$ cat src/rtl/sq_accumulator.sv
// Sum-of-squares frame accumulator: adds FRAME_LEN 4-bit squares with saturation, presents the frame sum.
// Latency: result visible the cycle after the last sample is accepted; one dead input cycle per frame.
// Backpressure: in_ready drops while a result is held; the result stays stable until out_ready.
module sq_accumulator #(
  parameter int FRAME_LEN = 4,
  parameter int ACC_W     = 8
) (
  input  logic             clk,
  input  logic             rst,
  input  logic             clear,
  input  logic             in_valid,
  output logic             in_ready,
  input  logic [3:0]       in_data,
  output logic             out_valid,
  input  logic             out_ready,
  output logic [ACC_W-1:0] out_sum,
  output logic             out_sat,
  output logic [7:0]       sample_cnt
);

  typedef enum logic {
    ACCUM = 1'b0,
    HOLD  = 1'b1
  } state_t;

  localparam logic [7:0] LAST_CNT = 8'(FRAME_LEN - 1);

  state_t             r_state;
  state_t             w_state_nxt;
  logic [ACC_W-1:0]   r_acc;
  logic [7:0]         r_cnt;
  logic               r_sticky;
  logic [ACC_W-1:0]   r_sum;
  logic               r_sat;

  logic               w_accept;
  logic               w_last;
  logic [ACC_W:0]     w_sum_ext;
  logic               w_ovf;
  logic [ACC_W-1:0]   w_acc_nxt;

  // One extra bit catches overflow; once acc is all-ones it stays there for the frame.
  assign w_sum_ext = {1'b0, r_acc} + {{(ACC_W-3){1'b0}}, in_data};
  assign w_ovf     = w_sum_ext[ACC_W];
  assign w_acc_nxt = w_ovf ? {ACC_W{1'b1}} : w_sum_ext[ACC_W-1:0];
  assign w_last    = (r_cnt == LAST_CNT);
  assign w_accept  = in_valid & in_ready;

  assign out_sum    = r_sum;
  assign out_sat    = r_sat;
  assign sample_cnt = r_cnt;

  // State register; reset returns to ACCUM.
  always_ff @(posedge clk) begin
    if (rst) begin
      r_state <= ACCUM;
    end else begin
      r_state <= w_state_nxt;
    end
  end

  // Next-state and handshake decode; in_ready/out_valid depend on registered state only.
  always_comb begin
    w_state_nxt = r_state;
    in_ready    = 1'b0;
    out_valid   = 1'b0;
    case (r_state)
      ACCUM: begin
        in_ready = 1'b1;
        if (in_valid && w_last) begin
          w_state_nxt = HOLD;
        end
      end
      HOLD: begin
        out_valid = 1'b1;
        if (out_ready) begin
          w_state_nxt = ACCUM;
        end
      end
    endcase
    // Abort wins over any handshake in the same cycle.
    if (clear) begin
      w_state_nxt = ACCUM;
    end
  end

  // Accumulator, sample counter, sticky saturation and held result.
  always_ff @(posedge clk) begin
    if (rst || clear) begin
      r_acc    <= '0;
      r_cnt    <= '0;
      r_sticky <= 1'b0;
      r_sum    <= '0;
      r_sat    <= 1'b0;
    end else if (w_accept) begin
      if (w_last) begin
        r_sum    <= w_acc_nxt;
        r_sat    <= r_sticky | w_ovf;
        r_acc    <= '0;
        r_cnt    <= '0;
        r_sticky <= 1'b0;
      end else begin
        r_acc    <= w_acc_nxt;
        r_cnt    <= r_cnt + 8'd1;
        r_sticky <= r_sticky | w_ovf;
      end
    end
  end

endmodule

$ cat config.mk
export PLATFORM = sky130hd
export DESIGN_NAME = sq_accumulator
export DESIGN_NICKNAME = d
export VERILOG_FILES = /design/src/rtl/sq_accumulator.sv
export SDC_FILE = /design/constraint.sdc
export NUM_CORES = 1
export LEC_CHECK = 0
export BUFFER_PORTS_ARGS = -buffer_cell sky130_fd_sc_hd__buf_2
export CAP_MARGIN = 20
export CORE_MARGIN = 4
export CORE_UTILIZATION = 35
export DETAILED_ROUTE_END_ITERATION = 6
export GPL_TIMING_DRIVEN = 0
export RECOVER_POWER = 100
export SYNTH_ARGS = -nofsm -noshare
export SYNTH_HDL_FRONTEND = slang
export SYNTH_SLANG_ARGS = --single-unit
$ cat constraint.sdc
create_clock -name clk -period 2.3 [get_ports clk]
set_input_delay 0.115 -clock clk [delete_from_list [all_inputs] [get_ports clk]]
set_output_delay 0.115 -clock clk [all_outputs]
set_load 0.03 [all_outputs]
== Word-level counts from Yosys, hierarchy flattened ==
Index checks and enable logic that the tools add are counted.
Storage, ports and cells
  register bits after elaboration: 27
  output and inout bits: 19
  logic and storage cells: 25
Cells by class
  bitwise logic cells: 3
  $add $sub $neg: 2
  mux-type cells: 9
  reduce and logical (&&, ||, !) cells: 4
  eq/ne operators: 1
Operator list (number)
  $mux 8: 3
  $add 8x4->9: 1
  $add 8x1->8 const B: 1
  $eq 8x2->1 const B: 1
  $mux 1: 5
  $pmux 1 s2: 1
  $reduce_and 2->1: 1
  $reduce_or 2->1: 1
  $and 1x1->1: 1
  $logic_and 1x1->1: 1
  $logic_or 1x1->1: 1
  $not 1->1: 1
  $or 1x1->1: 1

== Longest topological paths before layout ==
Gate-level depths: netlist (run 1).
  depth in word-level cells: 4
  depth in mapped cells: 6
  mapped depth without buffers: 6

== Worst setup path before layout (run 1) ==
No wires, ideal clock.
  path type: register to register
  start point: register r_acc[0]
  end point: register r_acc[5]
  required time: 2.183 ns
  buffers on the path: 0
  setup slack: 0.443 ns
  data arrival time: 1.740 ns
  cell stages (with the launch flop): 7
  cells stage by stage: dfxtp_1 > ha_1 > fa_1 > a21o_1 > a21o_1 > a32o_1 > a32o_1
Between the ends
  word-level cells in the longest chain between the ends: 3
Ends and longest elaborated chain
  start: declaration: RTL line 30  | logic [ACC_W-1:0] r_acc;
  start signal: assignment: RTL line 103  | r_acc <= w_acc_nxt;
  $add 8x4->9: RTL line 43  | assign w_sum_ext = {1'b0, r_acc} + {{(ACC_W-3){1'b0}}, in_data};
  $mux 8: RTL line 45  | assign w_acc_nxt = w_ovf ? {ACC_W{1'b1}} : w_sum_ext[ACC_W-1:0];
  $mux 8: RTL line 96  | if (w_last) begin
Every way passes these cells.
A chain may end at the register's enable or synchronous reset.

== Worst setup path after layout (run 1) ==
  start point: register r_acc[0]
  end point: register r_sum[2], in the netlist out_sum[2]
Between the ends
  word-level cells in the longest chain between the ends: 2
Ends and longest elaborated chain
  $add 8x4->9: RTL line 43
  $mux 8: RTL line 45
  end signal: assignment: RTL line 97  | r_sum <= w_acc_nxt;
  end: declaration: RTL line 33  | logic [ACC_W-1:0] r_sum;
Every way passes these cells.

==> results of run 1 <==
==> placed cells by master, fill, tap and decap left out, drive strengths merged, types with 3 or more instances in the layout <==
cell type / synthesis / layout
nand4: 7 / 7
nand3: 3 / 3
a21oi: 8 / 8
ha: 5 / 5
nand2: 18 / 18
dfxtp: 27 / 27
a21o: 3 / 3
nor2: 13 / 13
clkbuf: 3 / 25
o31ai: 4 / 4
a211oi: 4 / 4
o21ai: 12 / 12
buf: 1 / 9
inv: 3 / 3
a22o: 4 / 4
xor2: 6 / 6
==> layout make-up <==
class / count / area, um^2
Fill cell: 392 / 2120
Clock buffer: 3 / 41.3
Inverter: 3 / 11.3
Tap cell: 48 / 60.1
Multi-Input combinational cell: 120 / 800
Clock inverter: 1 / 5.00
Sequential cell: 27 / 541
Timing Repair Buffer: 27 / 111
Buffer: 4 / 22.5
==> registers in the layout, indices dropped and copies added, names as in the netlist <==
| signal | flops |
|---|---|
| r_acc | 8 |
| out_sat | 1 |
| r_state | 1 |
| sample_cnt | 8 |
| r_sticky | 1 |
| out_sum | 8 |
==> metrics by stage <==
stage / utilization (%) / cell area (um^2) / worst slack [ns]
floorplan: - / 1370 / 0.443
global placement: 42.2 / 1570 / 0.270
detailed placement: 42.2 / 1570 / 0.259
CTS: 43.5 / 1620 / 0.244
global route: 42.8 / 1590 / 0.113
finish: 42.8 / 1590 / 0.228
==> Yosys cell counts (3+ instances only) <==
cell type   n
a211oi_1    3
o31ai_1     4
inv_1       3
a22o_1      4
xor2_1      6
a21oi_1     8
o21ai_0    11
nand4_1     7
ha_1        5
a21o_1      3
nand3_1     3
clkbuf_1    3
dfxtp_1    27
nor2_1     13
nand2_1    18
==> logic make-up after synthesis <==
group	synth area share [%]
multiplexers	1.46
buffers and inverters	2.46
AND/OR/NAND/NOR	21.7
flip-flops	39.3
adder cells (fa/ha/maj)	6.01
XOR/XNOR	4.46
AO/OA/AOI/OAI	24.6
==> per-layer routing <==
metal / global-route usage (%) / routed length [um]
met1: 18.3 / 1520
met2: 20.2 / 1420
met3: 1.70 / 154
met4: 4.80 / 28
met5: 0 / 0
==> final timing paths <==
kind,start,end,slack (ns),depth (start not counted)
setup reg to reg,r_acc[0]$_SDFFE_PP0P_,out_sum[2]$_SDFFE_PP0P_,0.23,6
hold / removal,out_ready,r_state$_SDFF_PP0_,0.02,2
hold reg to reg,out_sum[4]$_SDFFE_PP0P_,out_sum[4]$_SDFFE_PP0P_,0.46,2
setup / recovery,r_acc[0]$_SDFFE_PP0P_,out_sum[2]$_SDFFE_PP0P_,0.23,6
==> power breakdown <==
part / internal [mW] / leakage, nW / switching, mW
combinational: 0.0307 / 0.327 / 0.0513
clock: 0.121 / 0.0255 / 0.148
sequential: 0.471 / 0.218 / 0.00370
total: 0.623 / 0.571 / 0.202
==> results.md, run 1 <==
* Postcts setup bufs at 0
* Fmax achieved at 483 MHz
* Leak at 0.571 nW
* Max_cap viols at 0
* WL/cell at 13.4 um
* Count of final setup violators at 0
* Diode count at 0
* Root Buffer: clkbuf_8
* Worst-path fanout max at 5
* TritonCTS Buffers at 3
* Max-slew violations at 0
* Number of I/O port buffers at 27
* Cell taking the most area after synthesis: dfxtp_1
* First-pass GRT wire length at 5330 um
* Setup crit end kind: flip-flop
* Layout cells sized above 1 at 10.3%
* Area grow syn2layout at 15.8%
* GPL Wtd Cong at 0.843
* Drt first pass iters at 4
* Nature of the critical path startpoint: flip-flop
* Worst Path Arrival at 2.24 ns
* Top cells by area, synth: dfxtp_1, nand2_1, ha_1
* Via count at 1228
* Post-Syn Instances at 154
* Largest net degree at the start of global routing at 16
* Die width at 70.7 um
* Final HPWL DP at 2420 um
* Synth Warn # at 0
* Post-synthesis cell type count at 43
* Setup repair after global routing missed its margin: no
* Antenna-violating nets left at 0
* Placed cells at 229
* Mapped Area at 1370 um^2
* Post-synth EDFFs at 0
* Seq/Total Area, Yosys at 39.3%
* Antenna violations before repair at 0
* H-tree Lvls at 1
* WS Path Type: reg2reg
* Relative slew margins at 62.3%
* Synth top area share at 39.3%
* Deepest clock path buffer count at 2
* Worst-path clk slew at 0.09 ns
* Grt ovf at 0
* Top_reg_cell synth: dfxtp_1
* Clk_lat worst skew at 0.27 ns
* Initial core utilization at 37.0%
* Final hold slack at 0.0183 ns
* Cts hold-fix bufs at 0
* Crit path max-delay cell type: fa_1
* CP required at 2.47 ns
* Setup TNS at 0 ns
* Peak supply drop at 0.217 mV
* Tightest Hold Check Type: in2reg
* CP peak stage delay at 0.42 ns
* Period minus WS final at 2.07 ns
* Top Family by Delay on Critical Path: compound AO/OA/AOI/OAI gates
* Power density cells at 519 nW/um^2
* CTS resizes at 0
* Die area at 4990 um^2
* Worst-path cell chain: ha_1, fa_1, a21o_1, a21oi_1, o21ai_0, a22o_1
* Row Count at 22
* Vias in the first global route at 1129
* Num ports at 28
* Core area at 3720 um^2
* Max Clock Skew at 0.00483 ns
* CTS tree: yes
* DRT iter0 DRCs at 97
* Final Instance Count excl. Fillers at 233
* Buf/Inv on CP at 0
* Syn avg cell area at 8.92 um^2
* Worst-Margin Slew at 0.563 ns
* Fin. Hold Viols at 0
* Drc violations at 0
* Period utilization at 90.1%
* Power Total at 0.826 mW
* Post-synth ARST share at 0%
* Via/cell ratio at 5.27
* GRT Overall Usage at 13.0%
* Status: complete, no violations
* Fin nets at 201
* Die Y at 70.7 um
* Clock sinks at 27
* Drt total wl at 3120 um
* FF+latch count, synth at 27
* Net Count, Synth at 169
Note: power is estimated with default switching activity, not from simulation.
==> run 2, diff against run 1 <==
PLACE_DENSITY = 0.62   (was default)
==> results.md, run 2 (synthesized netlist as in run 1, its figures left out) <==
* Leak at 0.568 nW (was 0.571 nW)
* Critical Path Sink: out_sum[2]$_SDFFE_PP0P_ (unchanged)
* RR Startpoint: r_acc[0]$_SDFFE_PP0P_ (unchanged)
* Die Y at 70.7 um (unchanged)
* Part of the power in registers at 57.7% (was 57.5%)
* Most common cell after layout, fill and taps aside: dfxtp_1 (unchanged)
* Initial core utilization at 37.0% (unchanged)
* Clock sinks at 27 (unchanged)
* Die area at 4990 um^2 (unchanged)
* Nature of the critical path startpoint: flip-flop (unchanged)
* CP peak stage delay at 0.42 ns (about the same)
* Antenna violations before repair at 0 (unchanged)
* Setup TNS at 0 ns (unchanged)
* Via/cell ratio at 5.36 (was 5.27)
* H-tree Lvls at 1 (unchanged)
* Fin nets at 201 (unchanged)
* Layout cells sized above 1 at 9.73% (was 10.3%)
* WS Path Type: reg2reg (unchanged)
* Fillers at 409 (was 392)
* Psw at 0.198 mW (was 0.202 mW)
* Max Clock Skew at 0.00677 ns (was 0.00483 ns)
* Setup slack after layout at 0.244 ns (was 0.228 ns)
* Largest net degree at the start of global routing at 15 (was 16)
* Num ports at 28 (unchanged)
* Count of final setup violators at 0 (unchanged)
* Setup crit end kind: flip-flop (unchanged)
* CTS resizes at 0 (unchanged)
* Worst Path Arrival at 2.22 ns (was 2.24 ns)
* Max-slew violations at 0 (unchanged)
* WL/cell at 13.6 um (was 13.4 um)
* Worst-path fanout max at 5 (unchanged)
* Root Buffer: clkbuf_8 (unchanged)
* FF/Latch Area at 541 um^2 (unchanged)
* Drc violations at 0 (unchanged)
* Worst-path cell chain: ha_1, fa_1, a21o_1, a21oi_1, o21ai_0, a22o_1 (unchanged)
* Die width at 70.7 um (unchanged)
* GRT Overall Usage at 13.3% (was 13.0%)
* Status: complete, no violations (unchanged)
* Reg-to-reg setup timing slack at 0.24 ns (was 0.23 ns)
* Vias in the first global route at 1176 (was 1129)
* CP required at 2.46 ns (was 2.47 ns)
* Final HPWL DP at 2450 um (was 2420 um)
* Row Count at 22 (unchanged)
* Comb pwr share at 9.8% (was 9.9%)
* R2R depth at 6 (unchanged)
* Drt first pass iters at 4 (unchanged)
* Sw frac at 24.0% (was 24.5%)
* Critical Path Source: r_acc[0]$_SDFFE_PP0P_ (unchanged)
* Drt total wl at 3160 um (was 3120 um)
* Crit path max-delay cell type: fa_1 (unchanged)
* Period utilization at 89.4% (was 90.1%)
* Placed Area at 1570 um^2 (unchanged)
* TritonCTS Buffers at 3 (unchanged)
* Cts hold-fix bufs at 0 (unchanged)
* Setup repair after global routing missed its margin: no (unchanged)
* Worst-Margin Slew at 0.548 ns (was 0.563 ns)
* Period minus WS final at 2.06 ns (was 2.07 ns)
* Worst-path clk slew at 0.09 ns (about the same)
* Clk_lat worst skew at 0.27 ns (about the same)
* Final instance area at 1590 um^2 (about the same)
* Max_cap viols at 0 (unchanged)
* Core area at 3720 um^2 (unchanged)
* Grt ovf at 0 (unchanged)
* Peak supply drop at 0.199 mV (was 0.217 mV)
* DP Worst Slack at 0.262 ns (was 0.259 ns)
* GPL Wtd Cong at 0.912 (was 0.843)
* Deepest clock path buffer count at 2 (unchanged)
* Commonest cells after routing, fill and taps aside: dfxtp_1, clkbuf_1, nand2_1 (unchanged)
* Clock Power Share at 32.4% (was 32.6%)
* Number of I/O port buffers at 27 (unchanged)
* Power density cells at 518 nW/um^2 (was 519 nW/um^2)
* Area grow syn2layout at 15.8% (about the same)
* Pint at 0.626 mW (was 0.623 mW)
* Tightest Hold Check Type: in2reg (unchanged)
* Diode count at 0 (unchanged)
* Postcts setup bufs at 0 (unchanged)
* Via count at 1248 (was 1228)
* Antenna-violating nets left at 0 (unchanged)
* DRT iter0 DRCs at 77 (was 97)
* Area of the multi-input gates at 800 um^2 (unchanged)
* Relative slew margins at 63.4% (was 62.3%)
* First-pass GRT wire length at 5580 um (was 5330 um)
* Critical R2R Capture: out_sum[2]$_SDFFE_PP0P_ (unchanged)
* Fin. Hold Viols at 0 (unchanged)
* CTS tree: yes (unchanged)
* Fmax achieved at 486 MHz (was 483 MHz)
==> run 2: cell types whose count changed in the layout (fill, tap and decap cells not counted), sizes merged <==
cell    delta
clkbuf     +1
clkinv     -1
==> run 2: per-layer routing <==
layer | track usage (%) | part of all wire (%) | wire [um] | vias to the layer above
met3 | 1.85 | 4.0 | 126 | 2
met2 | 20.2 | 46 | 1460 | 22
met4 | 4.38 | 0.89 | 28 | 0
li1 | - | - | - | 638
met5 | 0 | 0 | 0 | -
met1 | 19.4 | 49 | 1550 | 586
==> run 2: layout make-up <==
type / instances / share of cell area (%)
buffer: 4 / 1.42
clock buffer: 4 / 2.83
inverter: 3 / 0.708
multi-input combinational: 120 / 50.3
sequential: 27 / 34.0
tap: 48 / 3.78
timing repair buffer: 27 / 7.00
==> run 2: worst min-delay path by stage <==
stage / from / endpoint / depth (start not counted) / slack (ns)
finish: out_ready / r_state$_SDFF_PP0_ / 2 / 0.02
global route: out_ready / r_state$_SDFF_PP0_ / 2 / 0.03
CTS: out_ready / r_state$_SDFF_PP0_ / 2 / 0.02
detailed placement: out_ready / r_state$_SDFF_PP0_ / 2 / 0.31
global placement: out_ready / r_state$_SDFF_PP0_ / 2 / 0.31
floorplan: out_ready / r_state$_SDFF_PP0_ / 1 / 0.22
==> run 2: through the flow <==
stage / util (%) / std cells / hold WS, ns / power (mW)
CTS: 43.4 / 233 / 0.0238 / 0.831
floorplan: - / 154 / 0.216 / 0.543
finish: 42.8 / 233 / 0.0228 / 0.824
global route: 42.8 / 233 / 0.0336 / 0.862
global placement: 42.2 / 229 / 0.309 / 0.566
detailed placement: 42.2 / 229 / 0.311 / 0.568
==> run 2: critical path, delay by kind of cell (launching register included) <==
kind	cells	cell delay [ns]
AOI/OAI and AO/OA	4	0.99
adders and majority gates	2	0.64
DFF	1	0.33
==> run 2: power groups by stage <==
| stage | Sequential [mW] | Combinational, mW | Clock, mW |
|---|---|---|---|
| 2_1_floorplan | 0.488 | 0.0554 | 0 |
| 3_3_place_gp | 0.486 | 0.0801 | 0 |
| 3_5_place_dp | 0.486 | 0.0813 | 0 |
| 4_1_cts | 0.475 | 0.0817 | 0.274 |
| 5_1_grt | 0.476 | 0.0920 | 0.293 |
| 6_report | 0.475 | 0.0811 | 0.267 |
